## src/rtl/reduce_gate_serial_v.sv

```systemverilog
// Serial gate-reduction unit: folds a WIDTH-bit vector into one bit using a
// run-time selected AND/NAND/OR/NOR/XOR/XNOR, consuming CHUNK bits per clock.
module reduce_gate_serial_v #(
   parameter int unsigned WIDTH = 16,
   parameter int unsigned CHUNK = 4
) (
   input  logic             i_clk,
   input  logic             i_rst_n,
   input  logic             i_start,
   input  logic             i_abort,
   input  logic [2:0]       i_op,
   input  logic [WIDTH-1:0] i_data,
   output logic             o_busy,
   output logic             o_done,
   output logic             o_f,
   output logic             o_err
);

   localparam int unsigned N  = WIDTH / CHUNK;
   localparam int unsigned CW = $clog2(N) + 1;
   localparam logic [CW-1:0] LAST_CNT = CW'(N - 1);

   typedef enum logic [1:0] {
      ST_IDLE = 2'd0,
      ST_RUN  = 2'd1,
      ST_DONE = 2'd2
   } state_t;

   state_t           state_q, state_d;
   logic [WIDTH-1:0] shreg_q, shreg_d;
   logic [2:0]       op_q, op_d;
   logic             acc_q, acc_d;
   logic [CW-1:0]    cnt_q, cnt_d;
   logic             done_q, done_d;
   logic             f_q, f_d;
   logic             err_q, err_d;

   logic [CHUNK-1:0] chunk;
   logic             acc_next;
   logic             op_reserved;

   // Fold the current low chunk into the accumulator for the captured op family.
   always_comb begin
      chunk       = shreg_q[CHUNK-1:0];
      op_reserved = (op_q[2:1] == 2'b11);
      acc_next    = acc_q;
      case (op_q[2:1])
         2'b00:   acc_next = acc_q & (&chunk);
         2'b01:   acc_next = acc_q | (|chunk);
         2'b10:   acc_next = acc_q ^ (^chunk);
         default: acc_next = acc_q;
      endcase
   end

   // Next-state and datapath update for the IDLE/RUN/DONE handshake.
   always_comb begin
      state_d = state_q;
      shreg_d = shreg_q;
      op_d    = op_q;
      acc_d   = acc_q;
      cnt_d   = cnt_q;
      done_d  = 1'b0;
      f_d     = f_q;
      err_d   = err_q;

      case (state_q)
         ST_IDLE: begin
            if (i_start) begin
               shreg_d = i_data;
               op_d    = i_op;
               acc_d   = (i_op[2:1] == 2'b00);
               cnt_d   = '0;
               state_d = ST_RUN;
            end
         end
         ST_RUN: begin
            if (i_abort) begin
               state_d = ST_IDLE;
            end else begin
               acc_d   = acc_next;
               shreg_d = shreg_q >> CHUNK;
               cnt_d   = cnt_q + CW'(1);
               if (cnt_q == LAST_CNT) begin
                  state_d = ST_DONE;
                  done_d  = 1'b1;
                  f_d     = op_reserved ? 1'b0 : (acc_next ^ op_q[0]);
                  err_d   = op_reserved;
               end
            end
         end
         ST_DONE: begin
            state_d = ST_IDLE;
         end
         default: begin
            state_d = ST_IDLE;
         end
      endcase
   end

   // State register with synchronous active-low reset.
   always_ff @(posedge i_clk) begin
      if (!i_rst_n) begin
         state_q <= ST_IDLE;
         shreg_q <= '0;
         op_q    <= '0;
         acc_q   <= 1'b0;
         cnt_q   <= '0;
         done_q  <= 1'b0;
         f_q     <= 1'b0;
         err_q   <= 1'b0;
      end else begin
         state_q <= state_d;
         shreg_q <= shreg_d;
         op_q    <= op_d;
         acc_q   <= acc_d;
         cnt_q   <= cnt_d;
         done_q  <= done_d;
         f_q     <= f_d;
         err_q   <= err_d;
      end
   end

   assign o_busy = (state_q != ST_IDLE);
   assign o_done = done_q;
   assign o_f    = f_q;
   assign o_err  = err_q;

endmodule

```

## config.mk

```make
export PLATFORM = sky130hd
export DESIGN_NAME = reduce_gate_serial_v
export DESIGN_NICKNAME = d
export VERILOG_FILES = /design/src/rtl/reduce_gate_serial_v.sv
export SDC_FILE = /design/constraint.sdc
export NUM_CORES = 1
export LEC_CHECK = 0
export ABC_CLOCK_PERIOD_IN_PS = 2200
export CORE_ASPECT_RATIO = 1.75
export CORE_MARGIN = 1
export CORE_UTILIZATION = 40
export CTS_CLUSTER_SIZE = 40
export DETAILED_ROUTE_END_ITERATION = 10
export PLACE_DENSITY = 0.64
export SLEW_MARGIN = 20
export SYNTH_ARGS = -nofsm -noshare
export SYNTH_HDL_FRONTEND = slang
export SYNTH_SLANG_ARGS = --single-unit
```

## constraint.sdc

```tcl
create_clock -name i_clk -period 2.2 [get_ports i_clk]
set_clock_uncertainty 0.2 [all_clocks]
set_input_delay 0.55 -clock i_clk [delete_from_list [all_inputs] [get_ports i_clk]]
set_output_delay 0.55 -clock i_clk [all_outputs]
set_load 0.02 [all_outputs]
```

; Yosys cells after proc, flatten, opt, wreduce, memory -nomap -nowiden
; Index checks and enable logic that the tools add are counted.
[classes]
n_eq_ne = 8
n_mul = 0
muxes = 16
n_lt_le_gt_ge = 0
n_addsub = 1
bitwise_logic = 7
div = 0
shifts = 0
n_reduce_logical = 13
[ops]
columns = op, count
row1 = 2-to-1 mux 16 bit, 2
row2 = case mux 16 bit (2 select lines), 1
row3 = logical NOT 2 bit, 3
row4 = 2-to-1 mux 2 bit, 3
row5 = 2-to-1 mux 3 bit, 2
row6 = case mux 3 bit (2 select lines), 1
row7 = AND reduction 3 bit, 2
row8 = "equality test 2 x 1 -> 1 bit, second input constant", 2
row9 = "equality test 2 bit, second input constant", 2
row10 = 2-to-1 mux 1 bit, 4
row11 = "inequality test 2 bit, second input constant", 2
row12 = case mux 2 bit (2 select lines), 1
row13 = AND reduction 2 bit, 2
row14 = AND reduction 4 bit, 1
row15 = nonzero test 2 bit, 2
row16 = OR reduction 4 bit, 1
row17 = XOR reduction 4 bit, 1
row18 = "adder 3 x 1 -> 3 bit, second input constant", 1
row19 = "equality test 3 x 2 -> 1 bit, second input constant", 1
row20 = "inequality test 3 bit, second input constant", 1
row21 = NOT 1 bit, 3
row22 = case mux 1 bit (3 select lines), 1
row23 = OR reduction 3 bit, 1
row24 = case mux 1 bit (2 select lines), 1
row25 = 3 further kinds, 4
[totals]
latchBits = 0
mem_count = 0
rom_bits = 0
ff_bits = 28
ramBits = 0
wordCells = 53

; Logic depth before layout (Yosys ltp)
; Gate-level depths: netlist of run 1.
[depth]
ltp_word = 5
mapped_depth = 6
ltp_nobuf = 6

; Worst setup path before layout of run 1
; Ideal clock, no wire load.
[synth_path]
path_kind = register to register
from = register shreg_q[2]
to = register f_q, in the netlist o_f
stages_incl_launch_ff = 7
arrival_ps = 1463
period_less_slack_ps = 1741
setup_slack_ps = 459
cell_sequence = dfxtp_1 inv_1 ha_1 xnor2_1 mux2_2 and2_1 o221ai_2
[synth_between]
elab_chain_cells = 5
elab_cells_between_ends = 9
cone_classes = mux (2) / bitwise (4) / reduce/logical (3)
[synth_lines]
columns = item, line
row1 = "start, declared", 30  ; logic [WIDTH-1:0] shreg_q, shreg_d;
row2 = "start signal, assigned", 113  ; shreg_q <= shreg_d;
row3 = XOR reduction 4 bit (tied with other cells), 50  ; 2'b10: acc_next = acc_q ^ (^chunk);
row4 = XOR 1 bit (tied with other cells), 50
row5 = case mux 1 bit (3 select lines) (*), 47  ; case (op_q[2:1])
row6 = XOR 1 bit (*), 86  ; f_d = op_reserved ? 1'b0 : (acc_next ^ op_q[0]);
row7 = 2-to-1 mux 1 bit (*), 86
row8 = "end signal, assigned", 109  ; f_q <= 1'b0;
row9 = "end signal, assigned", 118  ; f_q <= f_d;
row10 = "end, declared", 35  ; logic f_q, f_d;
; Every way passes the cells marked *; elsewhere a longest branch is shown, timed or not.
; A chain may end at the register's enable or synchronous reset.

; Worst setup path in the final report of run 1
[layout_path]
from = register state_q[0]
to = output port o_busy
[layout_between]
elab_chain_cells = 1
[layout_lines]
columns = item, line
row1 = "start, declared", 29  ; state_t state_q, state_d;
row2 = "start signal, assigned", 112  ; state_q <= state_d;
row3 = nonzero test 2 bit, 123  ; assign o_busy = (state_q != ST_IDLE);
row4 = "end, declared", 13  ; output logic o_busy,
; Every way passes these cells.

==> impl_metrics.py, run 1 <==
metrics = {
    "grt": {
        "grt_util_met1_pct": 17.9,
        "antenna_found_initial": 0,
        "grt_busiest_layer": "met2",
        "grtUsageTotal_pct": 17.8,
        "grt_pass1_wl_um": 4910,
        "grt_remaining_overflow": 0,
        "grt_pass1_vias": 1223,
        "grt_max_degree": 24,
        "met3_usage_pct": 2.02,
        "grt_util_met2_pct": 33.5,
    },
    "hold_path": {
        "min_path_type": "flop to flop",
        "hold_start": "cnt_q[2]",
    },
    "final_layout": {
        "drive_above_1_share_pct": 11.8,
        "stdcell_count": 223,
        "multi_input_area_um2": 769,
        "layout.nets": 208,
        "fillers": 339,
        "area_growth_pct": 29.2,
        "stdcell_area_um2": 1800,
        "n_antenna_cell": 0,
        "regArea_um2": 561,
    },
    "floorplan": {
        "rows": 28,
        "die_w_um": 46.6,
        "num_io_pins": 27,
        "coreArea_um2": 3360,
        "dieHeight_um": 80.1,
        "dieArea_um2": 3730,
        "start_util_pct": 41.4,
    },
    "worst_setup_path": {
        "crit_chain": "or2_2, dlygate4sd2_1",
        "critPathBufInv": 1,
        "crit_family": "flip-flops",
        "crit_path_max_fanout": 5,
        "worstSetupStartpoint": "state_q[0]",
        "slowest_stage": "dfxtp_1",
        "crit_cells": 2,
        "cp-end-kind": "output port",
        "cp-endpoint": "o_busy",
        "rrSetupSlack_ns": 0.31,
        "arrival_ns": 1.28,
        "path_class": "flop to output port",
        "start_kind": "flop",
        "r2r_end": "o_f",
        "cp.required_ns": 1.45,
        "reg2reg_depth": 6,
        "slowest_delay_ns": 0.36,
        "rr_startpoint": "shreg_q[2]",
    },
    "synthesis": {
        "netlist_area_um2": 1390,
        "yosys_warnings": 0,
        "synth_nets": 177,
        "ys_types": 35,
        "seq_area_frac_synth_pct": 40.3,
        "synth_top_area_share_pct": 40.3,
        "synth_area_per_cell_um2": 9.41,
        "yosysTopAreaCell": "dfxtp_1",
        "syn_inst": 148,
        "synth_seq_cells": 28,
        "synth_top_cells_by_area": "dfxtp_1 (40%), mux2i_1 (11%), nand2_1 (6.5%)",
    },
    "power_and_ir_drop": {
        "power_leakage_uw": 0.000846,
        "p_seq_share_pct": 51.1,
        "ir_drop_mv": 0.387,
        "pwr-share-clk_pct": 29.1,
        "pwr_density_cell_nw_per_um2": 612,
        "p_comb_share_pct": 19.8,
        "total_power_uw": 1100,
        "p_int_uw": 824,
        "p_sw_uw": 278,
        "swShare_pct": 25.2,
    },
    "sta": {
        "slew_violations": 0,
        "maxSlewHeadroom_pct": 71.2,
        "tightest_slew_ns": 0.429,
        "finalSetupTns_ns": 0,
        "hold_viol": 0,
        "period_needed_ns": 2.03,
        "post-route-period-util_pct": 92.4,
        "setup_violations": 0,
        "rsz0062_at_grt": "false",
        "max_clock_freq_mhz": 492,
    },
    "detailed_routing": {
        "vias_per_cell": 5.13,
        "num_vias": 1143,
        "drt_first_pass_iters": 4,
        "routed_wl_um": 2780,
        "wl_per_cell_um": 12.5,
        "drc": 0,
        "drt_iter0_markers": 10,
        "drtAntennaViolNets": 0,
    },
    "job": {
        "cap_violations": 0,
    },
    "place": {
        "dpl.hpwl_um": 2160,
        "gp_congestion": 0.758,
        "post_dp_cell_area_um2": 1750,
        "io_buffers": 26,
        "dp_cells": 219,
    },
    "clock_tree": {
        "ctsHoldBuffers": 0,
        "clk_pin_slew_ns": 0.09,
        "cts_sinks": 28,
        "cts-root-buf": "clkbuf_8",
        "h-tree-depth": 1,
        "cts_resized": 1,
        "cts_tree": "yes",
        "clk_path_buf_depth": 2,
        "post-cts-setup-buffers": 0,
        "clk-insertion-delay-late_ns": 0.27,
        "cts_buffers": 3,
    },
    "run_status": {
        "status": "finished, final reports clean",
    },
}
## worst reg2reg max path, stage by stage, from the launching register on
cell and delay [ns]:
dfxtp_1 0.34, inv_1 0.06, ha_1 0.30, xnor2_1 0.21, mux2_2 0.38, and2_1 0.16
o221ai_2 0.17
## cell usage in the layout (no fill, tap or decap), types with 5 or more instances in the layout
master and instances:
mux2i_1 15, o211a_1 8, nor2b_1 7, clkdlybuf4s50_1 25, dfxtp_1 28, buf_4 7
and3_1 5, nand2_1 24, inv_1 7, ha_1 6
## power groups by stage
stage                     Combinational (uW)  Sequential (uW)  Clock, uW
after floorplan                          138              568          0
after global placement                   216              572          0
after detailed placement                 222              574          0
after CTS                                223              562        332
after global routing                     244              567        348
final                                    218              562        321
## sequential cells by signal (all words and copies together), names as in the netlist
register,flops
acc_q,1
op_q,3
state_q,2
o_f,1
o_done,1
shreg_q,16
o_err,1
cnt_q,3
## routing by layer
layer  vias up  routed length (um)  part of all wire, %
li1        568                   -                    -
met1       555                1050                   38
met2        15                1620                   58
met3         5                  52                  1.9
met4         0                  53                  1.9
met5         -                   0                    0
## through the flow
stage                     util, %  hold WS [ns]  setup WS (ns)
after floorplan                 -         0.231          0.459
after global placement       51.9         0.238          0.114
after detailed placement     51.9         0.263         0.0699
after CTS                    53.5         0.277          0.162
after global routing         53.5         0.295          0.117
final                        53.5         0.272          0.168
## Yosys cell counts (all sizes together)
library cell  instances
nor2b                 7
and3                  5
a21o                  2
and4b                 1
clkbuf                5
nand4                 1
nand2                24
a211oi                1
nand2b                4
inv                   7
o211a                 8
dfxtp                28
mux2                  1
and2                  4
buf                   3
nor3                  1
xnor2                 1
nor2                  3
or3b                  1
a21oi                 1
or3                   2
o21ai                 2
mux2i                15
or2                   1
o221ai                1
nand4b                2
a21boi                4
nand3                 1
a22oi                 4
and2b                 1
a31oi                 1
ha                    6
## area by class of cell
| cell class | count | area share (%) |
|---|---|---|
| multi-input cells | 105 | 42.8 |
| flip-flops and latches | 28 | 31.2 |
| repair buffers | 34 | 18.4 |
| well taps | 45 | 3.13 |
| clock buffers | 4 | 3.06 |
| inverters | 7 | 1.46 |
## how the worst min path moves through the flow
stage | end | cells past startpoint
floorplan | cnt_q[2] | 2
global placement | cnt_q[2] | 2
detailed placement | cnt_q[2] | 2
CTS | cnt_q[2] | 2
global route | cnt_q[2] | 2
finish | cnt_q[2] | 2
## cell families after synthesis
kind of cell,synth area share (%)
and+or+nand+nor,22.6
DFF,40.3
AOI/OAI and AO/OA,15.0
muxes,11.6
buffers and inverters,4.49
adders and majority gates,5.39
xor gates and xnor gates,0.629
Note: power is estimated with default switching activity, not from simulation.
==> run 2: changes to the inputs <==
Settings changed: SETUP_SLACK_MARGIN set to 0.5.
==> impl_metrics.py, run 2 (same netlist as run 1, synthesis figures left out) <==
metrics = {
    "run_status": {
        "status": "finished, final reports clean",
    },
    "sta": {
        "maxSlewHeadroom_pct": 81.0,
        "setup_violations": 0,
        "period_needed_ns": 1.77,
        "max_clock_freq_mhz": 567,
        "slew_violations": 0,
        "finalSetupTns_ns": 0,
        "rsz0062_at_grt": "true",
        "post-route-period-util_pct": 80.2,
        "tightest_slew_ns": 0.284,
        "setup_slack_ns": 0.435,
        "hold_viol": 0,
    },
    "grt": {
        "grt_remaining_overflow": 0,
        "grt_pass1_wl_um": 4950,
        "grt_max_degree": 24,
        "grtUsageTotal_pct": 18.4,
        "antenna_found_initial": 0,
        "grt_pass1_vias": 1158,
    },
    "clock_tree": {
        "clk_path_buf_depth": 2,
        "h-tree-depth": 1,
        "cts-root-buf": "clkbuf_8",
        "cts_buffers": 3,
        "cts_tree": "yes",
        "clk_pin_slew_ns": 0.09,
        "cts_sinks": 28,
        "clk-insertion-delay-late_ns": 0.27,
    },
    "place": {
        "dpl.hpwl_um": 2180,
        "post-place-ws_ns": 0.0556,
        "post_dp_cell_area_um2": 1770,
        "gp_congestion": 0.747,
        "io_buffers": 26,
    },
    "floorplan": {
        "dieHeight_um": 80.1,
        "dieArea_um2": 3730,
        "die_w_um": 46.6,
        "rows": 28,
        "start_util_pct": 41.4,
        "coreArea_um2": 3360,
        "num_io_pins": 27,
    },
    "detailed_routing": {
        "routed_wl_um": 3040,
        "num_vias": 1140,
        "drc": 0,
        "drtAntennaViolNets": 0,
        "wl_per_cell_um": 13.5,
        "drt_first_pass_iters": 4,
        "drt_iter0_markers": 7,
        "vias_per_cell": 5.04,
    },
    "final_layout": {
        "drive_above_1_share_pct": 24.3,
        "fillers": 337,
        "top_register": "shreg_q",
        "final_common_cell": "nand2_1",
        "reg.largest.list": "shreg_q: 16 flops, cnt_q: 3 flops, op_q: 3 flops",
        "stdcell_area_um2": 1920,
        "layout.nets": 212,
        "area_growth_pct": 37.8,
        "n_antenna_cell": 0,
        "largest_reg_flops": 16,
        "layout_common_cells": "nand2_1 (24), dfxtp_1 (22), clkdlybuf4s50_1 (20)",
    },
    "worst_setup_path": {
        "cp-end-kind": "output port",
        "cp.required_ns": 1.45,
        "arrival_ns": 1.02,
        "path_class": "flop to output port",
        "crit_path_max_fanout": 3,
        "start_kind": "flop",
    },
    "power_and_ir_drop": {
        "power_leakage_uw": 0.000916,
        "ir_drop_mv": 0.456,
        "pwr_density_cell_nw_per_um2": 576,
    },
    "hold_path": {
        "min_path_type": "flop to flop",
    },
    "job": {
        "cap_violations": 0,
    },
}
run 2: changes by cell type in the layout (fill, tap and decap cells not counted), sizes merged:
| cell | change |
|---|---|
| buf | +4 |
| clkdlybuf4s50 | -5 |
| dlygate4sd2 | -1 |
| clkbuf | +1 |
| clkdlybuf4s15 | +2 |
| dlymetal6s2s | +2 |
run 2: layout make-up:
cell class                 count  area [um^2]  share of cell area, %
sequential                    28          573                   29.9
clock buffer                   3         41.3                   2.15
multi-input combinational    105          841                   43.8
timing repair buffer          38          382                   19.9
inverter                       7         26.3                   1.37
tap                           45         56.3                   2.93
run 2: per-stage QoR:
| stage | cells | util (%) | hold WS (ns) | power (uW) |
|---|---|---|---|---|
| 2_1_floorplan | 148 | - | 0.231 | 716 |
| 3_3_place_gp | 219 | 52.5 | 0.244 | 799 |
| 3_5_place_dp | 219 | 52.5 | 0.253 | 811 |
| 4_1_cts | 222 | 54.5 | 0.266 | 1100 |
| 5_1_grt | 226 | 57.1 | 0.304 | 1170 |
| 6_report | 226 | 57.1 | 0.265 | 1100 |
run 2: repair_timing:
action,4_1_cts,5_1_grt
gates cloned,0,1
gates resized for setup,18,14
setup endpoints to repair,25,28
pin swaps,2,5
hold buffers,0,0
buffers inserted,0,3
run 2: report_power, final:
group	switching [uW]	total, uW	internal, uW
Sequential	22.8	564	541
Combinational	115	269	155
Clock	149	272	123
run 2: per-layer routing:
layer / up-vias / track usage (%) / part of all wire (%)
li1: 582 / - / -
met1: 525 / 21.1 / 40
met2: 27 / 31.1 / 53
met3: 6 / 2.47 / 4.1
met4: 0 / 9.41 / 3.2
met5: - / 0 / 0
run 2: final timing paths:
kind	startpoint	to	slack, ns	depth (start not counted)
max reg2reg	shreg_q[3]	acc_q	0.49	6
max	state_q[0]	o_busy	0.43	2
min reg2reg	cnt_q[2]	cnt_q[2]	0.27	2
min	cnt_q[2]	cnt_q[2]	0.27	2
run 2: worst max-delay path: stages (launching register included):
cell	delay (ns)
dfxtp_4	0.36
or2_4	0.25
buf_6	0.13
==> run 3: changes to the inputs <==
Settings changed: ABC_CLOCK_PERIOD_IN_PS 2200 to 1600, PLACE_DENSITY 0.64 to 0.67.
Clock period 2.2 ns to 1.6 ns, I/O delays scaled along.
==> impl_metrics.py, run 3 (same netlist as run 1, synthesis figures left out) <==
metrics = {
    "run_status": {
        "status": "finished with violations",
        "failed_checks": "negative setup slack",
    },
    "floorplan": {
        "dieArea_um2": 3730,
        "die_w_um": 46.6,
        "coreArea_um2": 3360,
        "dieHeight_um": 80.1,
        "num_io_pins": 27,
        "start_util_pct": 41.4,
        "rows": 28,
    },
    "clock_tree": {
        "clk-insertion-delay-late_ns": 0.27,
        "cts_sinks": 28,
        "cts-root-buf": "clkbuf_8",
        "clk_pin_slew_ns": 0.09,
        "cts_tree": "yes",
        "h-tree-depth": 1,
        "clk_path_buf_depth": 2,
        "ctsHoldBuffers": 0,
        "cts_buffers": 3,
    },
    "grt": {
        "grt_max_degree": 15,
        "grt_pass1_wl_um": 6410,
        "grt_remaining_overflow": 0,
        "grtUsageTotal_pct": 23.6,
        "antenna_found_initial": 0,
        "grt_pass1_vias": 1402,
    },
    "final_layout": {
        "drive_above_1_share_pct": 52.6,
        "fillers": 230,
        "top_register": "shreg_q",
        "n_antenna_cell": 0,
        "fin_util_pct": 74.1,
        "final_common_cell": "buf_4",
        "largest_reg_flops": 16,
        "area_growth_pct": 79.1,
        "layout_common_cells": "buf_4 (22), clkdlybuf4s50_1 (19), dfxtp_1 (18)",
        "reg.largest.list": "shreg_q: 16 flops, cnt_q: 3 flops, op_q: 3 flops",
        "layout.nets": 242,
    },
    "worst_setup_path": {
        "path_class": "flop to flop",
        "worstSetupStartpoint": "shreg_q[1]",
        "crit_path_max_fanout": 3,
        "start_kind": "flop",
        "rr_startpoint": "shreg_q[1]",
        "arrival_ns": 1.69,
        "cp-end-kind": "flop",
        "cp.required_ns": 1.60,
    },
    "detailed_routing": {
        "drc": 0,
        "routed_wl_um": 3980,
        "drtAntennaViolNets": 0,
        "vias_per_cell": 5.15,
        "num_vias": 1318,
        "drt_iter0_markers": 12,
        "drt_first_pass_iters": 4,
        "wl_per_cell_um": 15.5,
    },
    "sta": {
        "post-route-period-util_pct": 105,
        "setup_violations": 8,
        "rsz0062_at_grt": "true",
        "max_clock_freq_mhz": 593,
        "hold_viol": 0,
        "tightest_slew_ns": 0.305,
        "setup_slack_ns": -0.0859,
        "period_needed_ns": 1.69,
        "slew_violations": 0,
        "maxSlewHeadroom_pct": 79.1,
    },
    "job": {
        "cap_violations": 0,
    },
    "power_and_ir_drop": {
        "pwr_density_cell_nw_per_um2": 713,
        "ir_drop_mv": 0.537,
        "total_power_uw": 1780,
        "power_leakage_uw": 0.00115,
    },
    "place": {
        "gp_congestion": 0.719,
        "io_buffers": 26,
        "post-place-ws_ns": -0.386,
        "dpl.hpwl_um": 2380,
    },
    "hold_path": {
        "hold_start": "o_err",
        "min_path_type": "flop to flop",
    },
}
==> run 3: changes by cell type in the layout (fill, tap and decap cells not counted), moves of 6 or more <==
cell	previous run	this run
nand2_4	0	8
buf_6	1	17
dfxtp_2	4	10
buf_4	10	22
nand2_1	24	12
==> run 3: what timing repair did <==
item | in CTS | in global routing
endpoints found under the setup margin | 32 | 32
setup buffers | 15 | 1
pin swaps | 23 | 16
cloned | 4 | 0
gates resized for setup | 60 | 27
==> run 3: through the flow <==
step	hold slack [ns]	setup TNS (ns)	instances	instance area, um^2
6_report	0.286	-0.215	256	2490
5_1_grt	0.296	-0.923	256	2490
4_1_cts	0.281	-0.179	255	2360
3_5_place_dp	0.269	-7.48	233	1990
3_3_place_gp	0.247	-6.17	233	1990
2_1_floorplan	0.235	-0.0505	148	1530
==> run 3: worst max-delay path, cell delays in order, from the launching register on <==
cell and delay [ns]:
dfxtp_2 0.35, inv_2 0.05, ha_4 0.24, xnor2_2 0.17, mux2_4 0.33, and2_4 0.14
o221ai_2 0.15
==> run 3: area by class of cell <==
cell class	count	area [um^2]	area share (%)
inverter	7	26.3	1.05
clock buffer	3	41.3	1.66
timing repair buffer	68	747	30.0
sequential	28	573	23.0
tap	45	56.3	2.26
multi-input combinational	105	1050	42.1
==> run 3: power breakdown <==
group          switching (uW)  total (uW)  internal (uW)  leakage [uW]
Sequential               38.8         785            746      0.000234
Clock                     207         376            169     0.0000216
Combinational             241         616            375      0.000892
==> run 3: routing by layer <==
metal | GRT usage [%] | vias up | part of all wire [%]
met5 | 0 | - | 0
met4 | 8.24 | 0 | 3.1
met3 | 2.70 | 15 | 2.3
met2 | 42.6 | 29 | 59
met1 | 26.7 | 630 | 36
li1 | - | 644 | -
==> run 3: path summary, 6_finish.rpt <==
path / end / slack, ns / cells past startpoint
max: o_f / -0.09 / 6
min: o_err / 0.29 / 2
max reg2reg: o_f / -0.09 / 6
min reg2reg: o_err / 0.29 / 2
